$ cat src/rtl/imem_loader_pkg.sv
// Shared types and defaults for the instruction-memory loader.
package imem_loader_pkg;

    localparam int DEPTH_DEF  = 256;
    localparam int ADDR_W_DEF = 8;

    typedef enum logic [2:0] {
        ST_IDLE,
        ST_LEN0,
        ST_LEN1,
        ST_DATA,
        ST_CHECK,
        ST_DONE,
        ST_ERR
    } state_e;

endpackage

$ cat src/rtl/imem_loader_if.sv
// Byte-stream input, instruction-memory write port and load status of the loader.
interface imem_loader_if #(
    parameter int ADDR_W = imem_loader_pkg::ADDR_W_DEF
);
    // A byte moves on a rising edge exactly when in_valid and in_ready are both 1;
    // in_ready never depends combinationally on in_valid, and the source may drop
    // in_valid for any number of cycles without timing out the loader.
    logic              start;
    logic              in_valid;
    logic [7:0]        in_data;
    logic              in_ready;
    logic              mem_we;
    logic [ADDR_W-1:0] mem_addr;
    logic [31:0]       mem_wdata;
    logic              core_rst_n;
    logic              done;
    logic              error;

    modport slave (
        input  start, in_valid, in_data,
        output in_ready, mem_we, mem_addr, mem_wdata, core_rst_n, done, error
    );

    modport master (
        output start, in_valid, in_data,
        input  in_ready, mem_we, mem_addr, mem_wdata, core_rst_n, done, error
    );

endinterface

$ cat src/rtl/word_packer.sv
// Packs little-endian bytes into 32-bit words; word_valid_o pulses the cycle after the 4th byte.
module word_packer (
    input  logic        clk,
    input  logic        rst,
    input  logic        clear_i,
    input  logic        byte_valid_i,
    input  logic [7:0]  byte_i,
    output logic [1:0]  lane_o,
    output logic [31:0] word_o,
    output logic        word_valid_o
);

    logic [1:0]  lane_q;
    logic [23:0] part_q;
    logic [31:0] word_q;
    logic        valid_q;

    always_ff @(posedge clk or negedge rst) begin
        if (!rst) begin
            lane_q  <= 2'd0;
            part_q  <= 24'd0;
            word_q  <= 32'd0;
            valid_q <= 1'b0;
        end else if (clear_i) begin
            lane_q  <= 2'd0;
            part_q  <= 24'd0;
            valid_q <= 1'b0;
        end else begin
            valid_q <= 1'b0;
            if (byte_valid_i) begin
                if (lane_q == 2'd3) begin
                    word_q  <= {byte_i, part_q};
                    valid_q <= 1'b1;
                end else begin
                    part_q[8*lane_q +: 8] <= byte_i;
                end
                lane_q <= lane_q + 2'd1;
            end
        end
    end

    assign lane_o       = lane_q;
    assign word_o       = word_q;
    assign word_valid_o = valid_q;

endmodule

$ cat src/rtl/imem_loader.sv
// Loads a length-prefixed, XOR-checksummed byte stream into instruction memory
// and holds the core in reset until a load completes with a good checksum.
module imem_loader
    import imem_loader_pkg::*;
#(
    parameter int DEPTH  = DEPTH_DEF,
    parameter int ADDR_W = ADDR_W_DEF
) (
    input  logic          clk,
    input  logic          rst,
    imem_loader_if.slave  bus,
    output state_e        state_o
);

    state_e            state_q, state_d;
    logic [15:0]       n_q, n_d, len_v;
    logic [ADDR_W-1:0] addr_q, addr_d;
    logic [7:0]        csum_q, csum_d;
    logic              last_q, last_d;
    logic              ready_q, done_q, error_q, crst_n_q;

    logic              accept, clear, pack_valid, last_word;
    logic [1:0]        lane;
    logic [31:0]       word;
    logic              word_valid;

    assign accept     = bus.in_valid && ready_q;
    assign clear      = bus.start && (state_q == ST_IDLE || state_q == ST_DONE || state_q == ST_ERR);
    assign pack_valid = accept && (state_q == ST_DATA);
    assign len_v      = {bus.in_data, n_q[7:0]};
    assign last_word  = (16'(addr_q) + 16'd1) == n_q;

    word_packer u_packer (
        .clk          (clk),
        .rst          (rst),
        .clear_i      (clear),
        .byte_valid_i (pack_valid),
        .byte_i       (bus.in_data),
        .lane_o       (lane),
        .word_o       (word),
        .word_valid_o (word_valid)
    );

    always_comb begin
        state_d = state_q;
        n_d     = n_q;
        addr_d  = addr_q;
        csum_d  = csum_q;
        last_d  = last_q;
        case (state_q)
            ST_IDLE, ST_DONE, ST_ERR: begin
                if (bus.start) begin
                    state_d = ST_LEN0;
                    n_d     = 16'd0;
                    addr_d  = '0;
                    csum_d  = 8'd0;
                    last_d  = 1'b0;
                end
            end
            ST_LEN0: begin
                if (accept) begin
                    n_d     = {8'd0, bus.in_data};
                    state_d = ST_LEN1;
                end
            end
            ST_LEN1: begin
                if (accept) begin
                    n_d = len_v;
                    if (len_v > 16'(DEPTH))   state_d = ST_ERR;
                    else if (len_v == 16'd0) state_d = ST_CHECK;
                    else                     state_d = ST_DATA;
                end
            end
            ST_DATA: begin
                if (accept) begin
                    csum_d = csum_q ^ bus.in_data;
                    if (lane == 2'd3 && last_word) last_d = 1'b1;
                end
                // The final write leaves DATA without advancing, keeping mem_addr at N-1.
                if (word_valid) begin
                    if (last_q) begin
                        state_d = ST_CHECK;
                        last_d  = 1'b0;
                    end else begin
                        addr_d = addr_q + ADDR_W'(1);
                    end
                end
            end
            ST_CHECK: begin
                if (accept) state_d = (bus.in_data == csum_q) ? ST_DONE : ST_ERR;
            end
            default: state_d = ST_IDLE;
        endcase
    end

    // in_ready stays low while the last word is being written so the checksum
    // byte cannot slip in alongside that write.
    always_ff @(posedge clk or negedge rst) begin
        if (!rst) begin
            state_q  <= ST_IDLE;
            n_q      <= 16'd0;
            addr_q   <= '0;
            csum_q   <= 8'd0;
            last_q   <= 1'b0;
            ready_q  <= 1'b0;
            done_q   <= 1'b0;
            error_q  <= 1'b0;
            crst_n_q <= 1'b0;
        end else begin
            state_q  <= state_d;
            n_q      <= n_d;
            addr_q   <= addr_d;
            csum_q   <= csum_d;
            last_q   <= last_d;
            ready_q  <= !last_d && (state_d == ST_LEN0 || state_d == ST_LEN1 ||
                                    state_d == ST_DATA || state_d == ST_CHECK);
            done_q   <= (state_d == ST_DONE);
            error_q  <= (state_d == ST_ERR);
            crst_n_q <= (state_d == ST_DONE);
        end
    end

    assign bus.in_ready   = ready_q;
    assign bus.mem_we     = word_valid;
    assign bus.mem_addr   = addr_q;
    assign bus.mem_wdata  = word;
    assign bus.core_rst_n = crst_n_q;
    assign bus.done       = done_q;
    assign bus.error      = error_q;
    assign state_o        = state_q;

endmodule
$ cat src/flat_wrapper.sv
// flat-port wrapper written by rule: the top's interface ports become plain ports
module imem_loader_flat import imem_loader_pkg::*;
#(
    parameter int DEPTH  = DEPTH_DEF,
    parameter int ADDR_W = ADDR_W_DEF
)
  (clk, rst, state_o, bus_start, bus_in_valid, bus_in_data, bus_in_ready, bus_mem_we, bus_mem_addr, bus_mem_wdata, bus_core_rst_n, bus_done, bus_error);
  imem_loader_if #(.ADDR_W(ADDR_W)) bus_i ();
  input  logic clk;
  input  logic rst;
  output state_e state_o;
  input wire logic [$bits(bus_i.start)-1:0] bus_start;
  input wire logic [$bits(bus_i.in_valid)-1:0] bus_in_valid;
  input wire logic [$bits(bus_i.in_data)-1:0] bus_in_data;
  output wire logic [$bits(bus_i.in_ready)-1:0] bus_in_ready;
  output wire logic [$bits(bus_i.mem_we)-1:0] bus_mem_we;
  output wire logic [$bits(bus_i.mem_addr)-1:0] bus_mem_addr;
  output wire logic [$bits(bus_i.mem_wdata)-1:0] bus_mem_wdata;
  output wire logic [$bits(bus_i.core_rst_n)-1:0] bus_core_rst_n;
  output wire logic [$bits(bus_i.done)-1:0] bus_done;
  output wire logic [$bits(bus_i.error)-1:0] bus_error;
  assign bus_i.start = bus_start;
  assign bus_i.in_valid = bus_in_valid;
  assign bus_i.in_data = bus_in_data;
  assign bus_in_ready = bus_i.in_ready;
  assign bus_mem_we = bus_i.mem_we;
  assign bus_mem_addr = bus_i.mem_addr;
  assign bus_mem_wdata = bus_i.mem_wdata;
  assign bus_core_rst_n = bus_i.core_rst_n;
  assign bus_done = bus_i.done;
  assign bus_error = bus_i.error;
  imem_loader #(.DEPTH(DEPTH), .ADDR_W(ADDR_W)) u_core (.clk(clk), .rst(rst), .bus(bus_i), .state_o(state_o));
endmodule
$ cat config.mk
export PLATFORM = sky130hd
export DESIGN_NAME = imem_loader_flat
export DESIGN_NICKNAME = d
export VERILOG_FILES = /design/src/rtl/imem_loader_pkg.sv /design/src/rtl/imem_loader_if.sv /design/src/rtl/word_packer.sv /design/src/rtl/imem_loader.sv /design/src/flat_wrapper.sv
export SDC_FILE = /design/constraint.sdc
export NUM_CORES = 1
export LEC_CHECK = 0
export ABC_AREA = 1
export BUFFER_PORTS_ARGS = -buffer_cell sky130_fd_sc_hd__clkbuf_2
export CAP_MARGIN = 15
export CORE_AREA = 3 3 73 127
export CTS_CLUSTER_DIAMETER = 40
export DETAILED_ROUTE_END_ITERATION = 10
export DIE_AREA = 0 0 76 130
export GPL_ROUTABILITY_DRIVEN = 0
export PLACE_DENSITY = 0.81
export SYNTH_ARGS = -nofsm -noshare
export SYNTH_HDL_FRONTEND = slang
export SYNTH_SLANG_ARGS = --single-unit
$ cat constraint.sdc
create_clock -name clk -period 2.02 [get_ports clk]
set_input_delay 0.202 -clock clk [delete_from_list [all_inputs] [get_ports clk]]
set_output_delay 0.202 -clock clk [all_outputs]
set_load 0.03 [all_outputs]
After elaboration in Yosys (flattened, before gate mapping)
Index checks and enable logic that the tools add are counted.

Add/subtract/negate cells: 4. Order comparisons: 1. Equal/unequal tests: 22. Shifts and indexed selects: 2. Multiplexer cells: 35. Bitwise gates (word level): 3. Reduce and logical (&&, ||, !) cells: 24.

Operators with widths (count): 24-bit 2-to-1 mux (3); 16-bit 2-to-1 mux (3); 16-bit one-hot mux with 3 select lines (1); 5-bit negation with 34-bit output (1); 8-bit by 34-bit variable shift with 24-bit output, first input constant (1); 8-bit by 34-bit variable part select with 24-bit output (1); 8-bit 2-to-1 mux (4); 8-bit one-hot mux with 2 select lines (2); 24-bit bitwise mux (1); 3-bit 2-to-1 mux (8); 3-bit == test, second input constant (6); 16-bit == test (1); 16-bit by 9-bit greater-than comparator with 1-bit output, second input constant (1); 16-bit logical NOT (1); 3-bit one-hot mux with 5 select lines (1); 3-bit by 2-bit == test with 1-bit output, second input constant (4); 4-bit AND reduction (3); 8-bit by 1-bit adder with 9-bit output, second input constant (1); 8-bit by 1-bit adder with 8-bit output, second input constant (1); 8-bit == test (1); 1-bit 2-to-1 mux (8); 2-bit by 1-bit != test with 1-bit output, second input constant (4); 8-bit bitwise XOR (1); 3-bit by 1-bit == test with 1-bit output, second input constant (2); 15 further kinds (31).

Register bits: 98. Input bits: 12. Output and inout bits: 48. Word-level logic and storage cells: 104.

Longest topological paths before layout
Depth in word-level cells: 10. Gate-level depth with buffers: 16. Depth with buffers taken out: 15.

Modules after synthesis
From an unflattened synthesis, not the netlist that was laid out.

Cells, all modules: 643. Area, all modules: 4943.5 µm².

Modules (own cells, without submodules): word_packer (instances 1, cells an instance 310, area each 2577.5 µm², sequential area each 1476.4 µm²); imem_loader (instances 1, cells an instance 333, area each 2366.0 µm², sequential area each 975.9 µm²).

Worst setup path before layout
OpenSTA, ideal clock, no wires.

Kind: reg-to-reg. Start: reg u_core.state_q[2], in the netlist u_core.state_o[2]. End: reg u_core.u_packer.word_q[23], in the netlist u_core.u_packer.word_o[23]. Setup time: 130 ps. Arrival time: 1671 ps. Required time: 1890 ps. Slack: 219 ps. Stages on the path, launching flop included: 11. Buffers on the path: 2. Clock period less this slack: 1801 ps. Path through: dfrtp_1 inv_2 nand3_2 nor2_2 inv_2 nor2_8 inv_1 buf_2 buf_2 nand2_1 o21ai_0.

Longest elaborated chain between the ends: 6. Elaborated cells on any way between the ends: 10. Classes of those cells: eq/ne: 3; bitwise: 1; reduce/logical: 6.

RTL lines: start, declared (RTL line imem_loader.sv:15) `state_e state_q, state_d;`; start signal, assigned (RTL line imem_loader.sv:110) `state_q <= state_d;`; 3-bit == test or 3-bit logical NOT (tied branches) (RTL line imem_loader.sv:28) `assign clear = bus.start && (state_q == ST_IDLE || state_q == ST_DONE || state_q == ST_ERR);`; 1-bit logical OR (2 in a row) (RTL line imem_loader.sv:28); 1-bit logical AND (RTL line imem_loader.sv:28); 1-bit NOT (no line); 3-bit AND reduction (no line) (*); end signal, assigned (RTL line word_packer.sv:32) `word_q <= {byte_i, part_q};`; end, declared (RTL line word_packer.sv:15) `logic [31:0] word_q;`.

Every way passes the cells marked *; elsewhere a longest branch is shown, timed or not. A chain may end at the register's enable or synchronous reset.

Worst setup path after layout
Start: reg u_core.state_q[0], in the netlist u_core.state_o[0]. End: reg u_core.u_packer.part_q[0].

Longest elaborated chain between the ends: 6. Elaborated cells on any way between the ends: 12. Classes of those cells: eq/ne: 4; mux: 1; reduce/logical: 7.

RTL lines: 3-bit == test or 3-bit logical NOT (tied branches) (RTL line imem_loader.sv:28); 1-bit logical OR (2 in a row) (RTL line imem_loader.sv:28); 1-bit logical AND (RTL line imem_loader.sv:28); 2-bit by 1-bit != test with 1-bit output (no line) or 2-bit nonzero test (tied branches); 2-bit AND reduction (no line); end signal, assigned by index (RTL line word_packer.sv:35) `part_q[8*lane_q +: 8] <= byte_i;`; end, declared (RTL line word_packer.sv:14) `logic [23:0] part_q;`.

Several ways; a longest one is shown, not always the timed one.

==> results list <==
- Post-Syn Area: 4560 um2
- Of all cell types, the one taking the most synthesized area is sky130_fd_sc_hd__dfrtp_1.
- Arrival time reported for the critical path endpoint: 2.15 ns
* Reg clk slew, reported paths: 0.06 ns
* Number of enable-type register cells in the synthesized netlist: 0
* Number of max-cap violations: 0
- In this run, synthesis produced a sequential element count of 98.
- In this design, the largest share of critical-path delay is due to simple AND/OR/NAND/NOR gates.
- The floorplan step set the die height to 130 um.
- Antenna violation net count after detailed routing: 0
- In the post-synthesis netlist, the biggest area contributors are sky130_fd_sc_hd__dfrtp_1 54%, sky130_fd_sc_hd__nand2_1 11%, sky130_fd_sc_hd__o21ai_0 5.7%, sky130_fd_sc_hd__nand3_1 4.7%, sky130_fd_sc_hd__inv_1 4.5%.
* Fraction of synthesized cell area taken by the top area cell type: 0.538
- Post-detailed-routing wire length: 10600 um
* Worst slew pin tran: 0.499 ns
- Clock tree root buffer cell: sky130_fd_sc_hd__clkbuf_16
* Design internal power: 4.70 mW
- The via count of the first global-routing pass came to 3675.
- Of the synthesized area, sequential elements account for 0.538.
- Max Fanout on Critical Path: 15
* Syn_area_per_cell: 8.76 um2
* Cell Pwr Density: 1440 nW/um2
- Setup repair after global routing left no endpoint under its margin.
* Category of the most critical setup path: reg2reg
- Of the total power, combinational logic draws 0.381.
- Initial DRT Pass Iterations: 4
* Mapped Cells: 521
- Top cell types by occurrence after synthesis: 138 x sky130_fd_sc_hd__nand2_1, 98 x sky130_fd_sc_hd__dfrtp_1, 55 x sky130_fd_sc_hd__inv_1, 52 x sky130_fd_sc_hd__o21ai_0, 43 x sky130_fd_sc_hd__nand3_1
- FP Rows: 44
- STA classifies the critical path endpoint as a flip-flop.
- Pins Over Slew Limit: 0
* DRC Markers: 0
- The final number of hold-violating endpoints was 0.
- Startpoint type of the worst setup path: flip-flop
* Footprint of the multi-input gates: 1790 um2
- First-pass GRT wire length: 17500 um
- Power comes to 7.77 mW.
- Reg area: 2450 um2
* Power dissipated by switching net loads: 3.07 mW
* Final clock skew: 0.00371 ns
- Share of post-route cells with drive strength above 1: 0.191
* Peak supply drop: 0.748 mV
- Clock tree synthesis inserted a total of 9 buffers.
- Overall overflow remaining after global route: 0
- Die span in x: 76 um
* Min Clock Period, post-route: 1.87 ns
- No sink is reached through more buffers than the 2 on the longest clock path.
- The floorplan step defined a die boundary enclosing 9880 um2.
- Input/output buffers: 59
- Counting every sink on the clock net gives 98.
- Count of pins on the block boundary: 60
* Sequential power share: 0.364
* Crit-path slowest cell: sky130_fd_sc_hd__dfrtp_2
- Detailed placer's ending HPWL: 7930 um
* Clock latency on the worst-skew pair: 0.35 ns
* Gr usage total: 0.230
- Top FF cell, synth: sky130_fd_sc_hd__dfrtp_1
- Final antenna diode count: 0
* Final layout net count: 606
* Via count: 3732
- Number of unique standard cell types used by synthesis: 41
- Maximum number of pins on one net before global-route repair: 48
* Lkg Pwr: 2.76 nW
* Bufs and invs on worst path: 0
- Routed length per placed instance: 15.0 um
- Routed via count divided by cell count: 5.28
- Final setup TNS: 0 ns
* Cell count after placement: 691
* Total of fill cells in the finished design: 682
- Clock network power share: 0.255
- For this configuration, the core starts out at a cell density of 0.549.
- When the netlist entered floorplanning its net count stood at 539.
- Compared with the post-synthesis result, the final layout area differs by 18.7%.
* Max-slew headroom: 0.667
- Setup violations remaining at the end of the flow were counted as 0.
* Ratio of final minimum period to clock period: 0.926
- Async set-or-reset flop fraction in the synthesized netlist: 1.00
* Required arrival time at the worst endpoint: 2.30 ns
* Outcome: finished clean
* Cells along the critical path: nand2_1 -> nand2_1 -> a21oi_4 -> nand2_4 -> o21ai_4 -> nand4_2 -> nor2_4 -> a22o_1
* TritonCTS clock tree: built
- 1st-iter DRT viols: 237
- The count of cells in the finished layout, fillers not included, comes to 707.
* Warning count from the yosys run: 0
- In this run the standard cell core region covers 8310 um2.
- Critical Path Most Common Cell: sky130_fd_sc_hd__nand2_1
- Largest stage delay on the critical path: 0.47 ns
* Worst Hold Class: in2reg
- Among all cell types in the netlist, the one instantiated most often is sky130_fd_sc_hd__nand2_1.
- Net Sw Frac: 0.395
- Hold slack: 0.216 ns
- In this run the number of H-tree levels came out at 3.
* Top achievable clock speed: 535 MHz
- The initial antenna violation count came to 0.
[flip-flops by register name (all words and copies together) (netlist names), 2 cells and up]
| register | cells |
|---|---|
| u_core.u_packer.lane_o | 2 |
| u_core.state_o | 3 |
| u_core.u_packer.part_q | 24 |
| u_core.n_q | 16 |
| u_core.csum_q | 8 |
| u_core.bus.mem_addr | 8 |
| u_core.u_packer.word_o | 32 |
[per-layer routing]
metal	vias up	wire length, um	global-route usage
met5	-	0	0
met4	0	685	0.194
met3	43	376	0.0276
met2	104	5650	0.415
met1	1766	3900	0.237
li1	1819	-	-
[placed cells by master (no fill, tap or decap), types with 9 or more instances in the layout]
cell | synthesis | layout
sky130_fd_sc_hd__buf_4 | 2 | 13
sky130_fd_sc_hd__xor2_1 | 9 | 9
sky130_fd_sc_hd__nand2_1 | 138 | 138
sky130_fd_sc_hd__nor2_1 | 30 | 30
sky130_fd_sc_hd__dfrtp_1 | 98 | 96
sky130_fd_sc_hd__inv_1 | 55 | 55
sky130_fd_sc_hd__nand3_1 | 43 | 43
sky130_fd_sc_hd__clkbuf_2 | 0 | 58
sky130_fd_sc_hd__clkbuf_16 | 0 | 9
sky130_fd_sc_hd__o21ai_1 | 9 | 9
sky130_fd_sc_hd__o21ai_0 | 52 | 52
[area by class of cell]
class / count / area share
clock inverters: 4 / 0.0183
clock buffers: 11 / 0.0467
well taps: 115 / 0.0266
inverters: 62 / 0.0434
repair buffers: 74 / 0.0809
flip-flops and latches: 98 / 0.453
multi-input cells: 343 / 0.331
[worst register-to-register path, stage by stage, from the launching register on]
cell and delay [ns]:
sky130_fd_sc_hd__dfrtp_2 0.47, sky130_fd_sc_hd__nand2_1 0.09, sky130_fd_sc_hd__nand2_1 0.10, sky130_fd_sc_hd__a21oi_4 0.25, sky130_fd_sc_hd__nand2_4 0.19, sky130_fd_sc_hd__o21ai_4 0.18, sky130_fd_sc_hd__nand4_2 0.18, sky130_fd_sc_hd__nor2_4 0.20
sky130_fd_sc_hd__a22o_1 0.17
[metrics by stage]
stage / util / setup WS, ns / cell area [um2]
final: 0.651 / 0.150 / 5420
after global placement: 0.607 / 0.198 / 5040
after floorplan: - / 0.219 / 4560
after detailed placement: 0.607 / 0.146 / 5040
after CTS: 0.650 / 0.0918 / 5410
after global routing: 0.651 / 0.0158 / 5420
[cells by family (layout without fill, tap and decap cells)]
| logic type | Yosys count | after routing | synth area share |
|---|---|---|---|
| compound gates | 92 | 92 | 0.123 |
| buf+inv | 80 | 151 | 0.0708 |
| flops | 98 | 98 | 0.538 |
| simple gates | 230 | 230 | 0.224 |
| xor+xnor | 15 | 15 | 0.0288 |
| fa+ha+maj | 6 | 6 | 0.0165 |
[power groups by stage]
stage          logic, mW  clock network (mW)  registers (mW)
4_1_cts             2.96                2.01            2.82
6_report            2.96                1.99            2.83
2_1_floorplan       1.87                   0            3.09
5_1_grt             3.29                2.08            2.89
3_3_place_gp        2.84                   0            2.81
3_5_place_dp        2.93                   0            2.84
[worst paths after layout]
path | start | end | slack [ns] | cells past startpoint
setup / recovery | u_core.state_o[0]$_DFF_PN0_ | u_core.u_packer.part_q[0]$_DFFE_PN0P_ | 0.15 | 8
hold / removal | bus_in_data[7] | u_core.u_packer.word_o[31]$_DFFE_PN0P_ | 0.22 | 3
setup reg to reg | u_core.state_o[0]$_DFF_PN0_ | u_core.u_packer.part_q[0]$_DFFE_PN0P_ | 0.15 | 8
hold reg to reg | u_core.u_packer.word_o[13]$_DFFE_PN0P_ | u_core.u_packer.word_o[13]$_DFFE_PN0P_ | 0.47 | 2
max in group asynchronous | rst | u_core.u_packer.word_o[12]$_DFFE_PN0P_ | 1.10 | 3
min in group asynchronous | rst | u_core.u_packer.part_q[21]$_DFFE_PN0P_ | 0.37 | 2
[timing repair]
item | CTS | global route
hold buffers | 1 | 0
setup buffers | 0 | 0
endpoints found under the setup margin | 0 | 7
gates resized for setup | 0 | 5
hold endpoints to repair | 33 | 0
(Power assumes the default switching activity.)
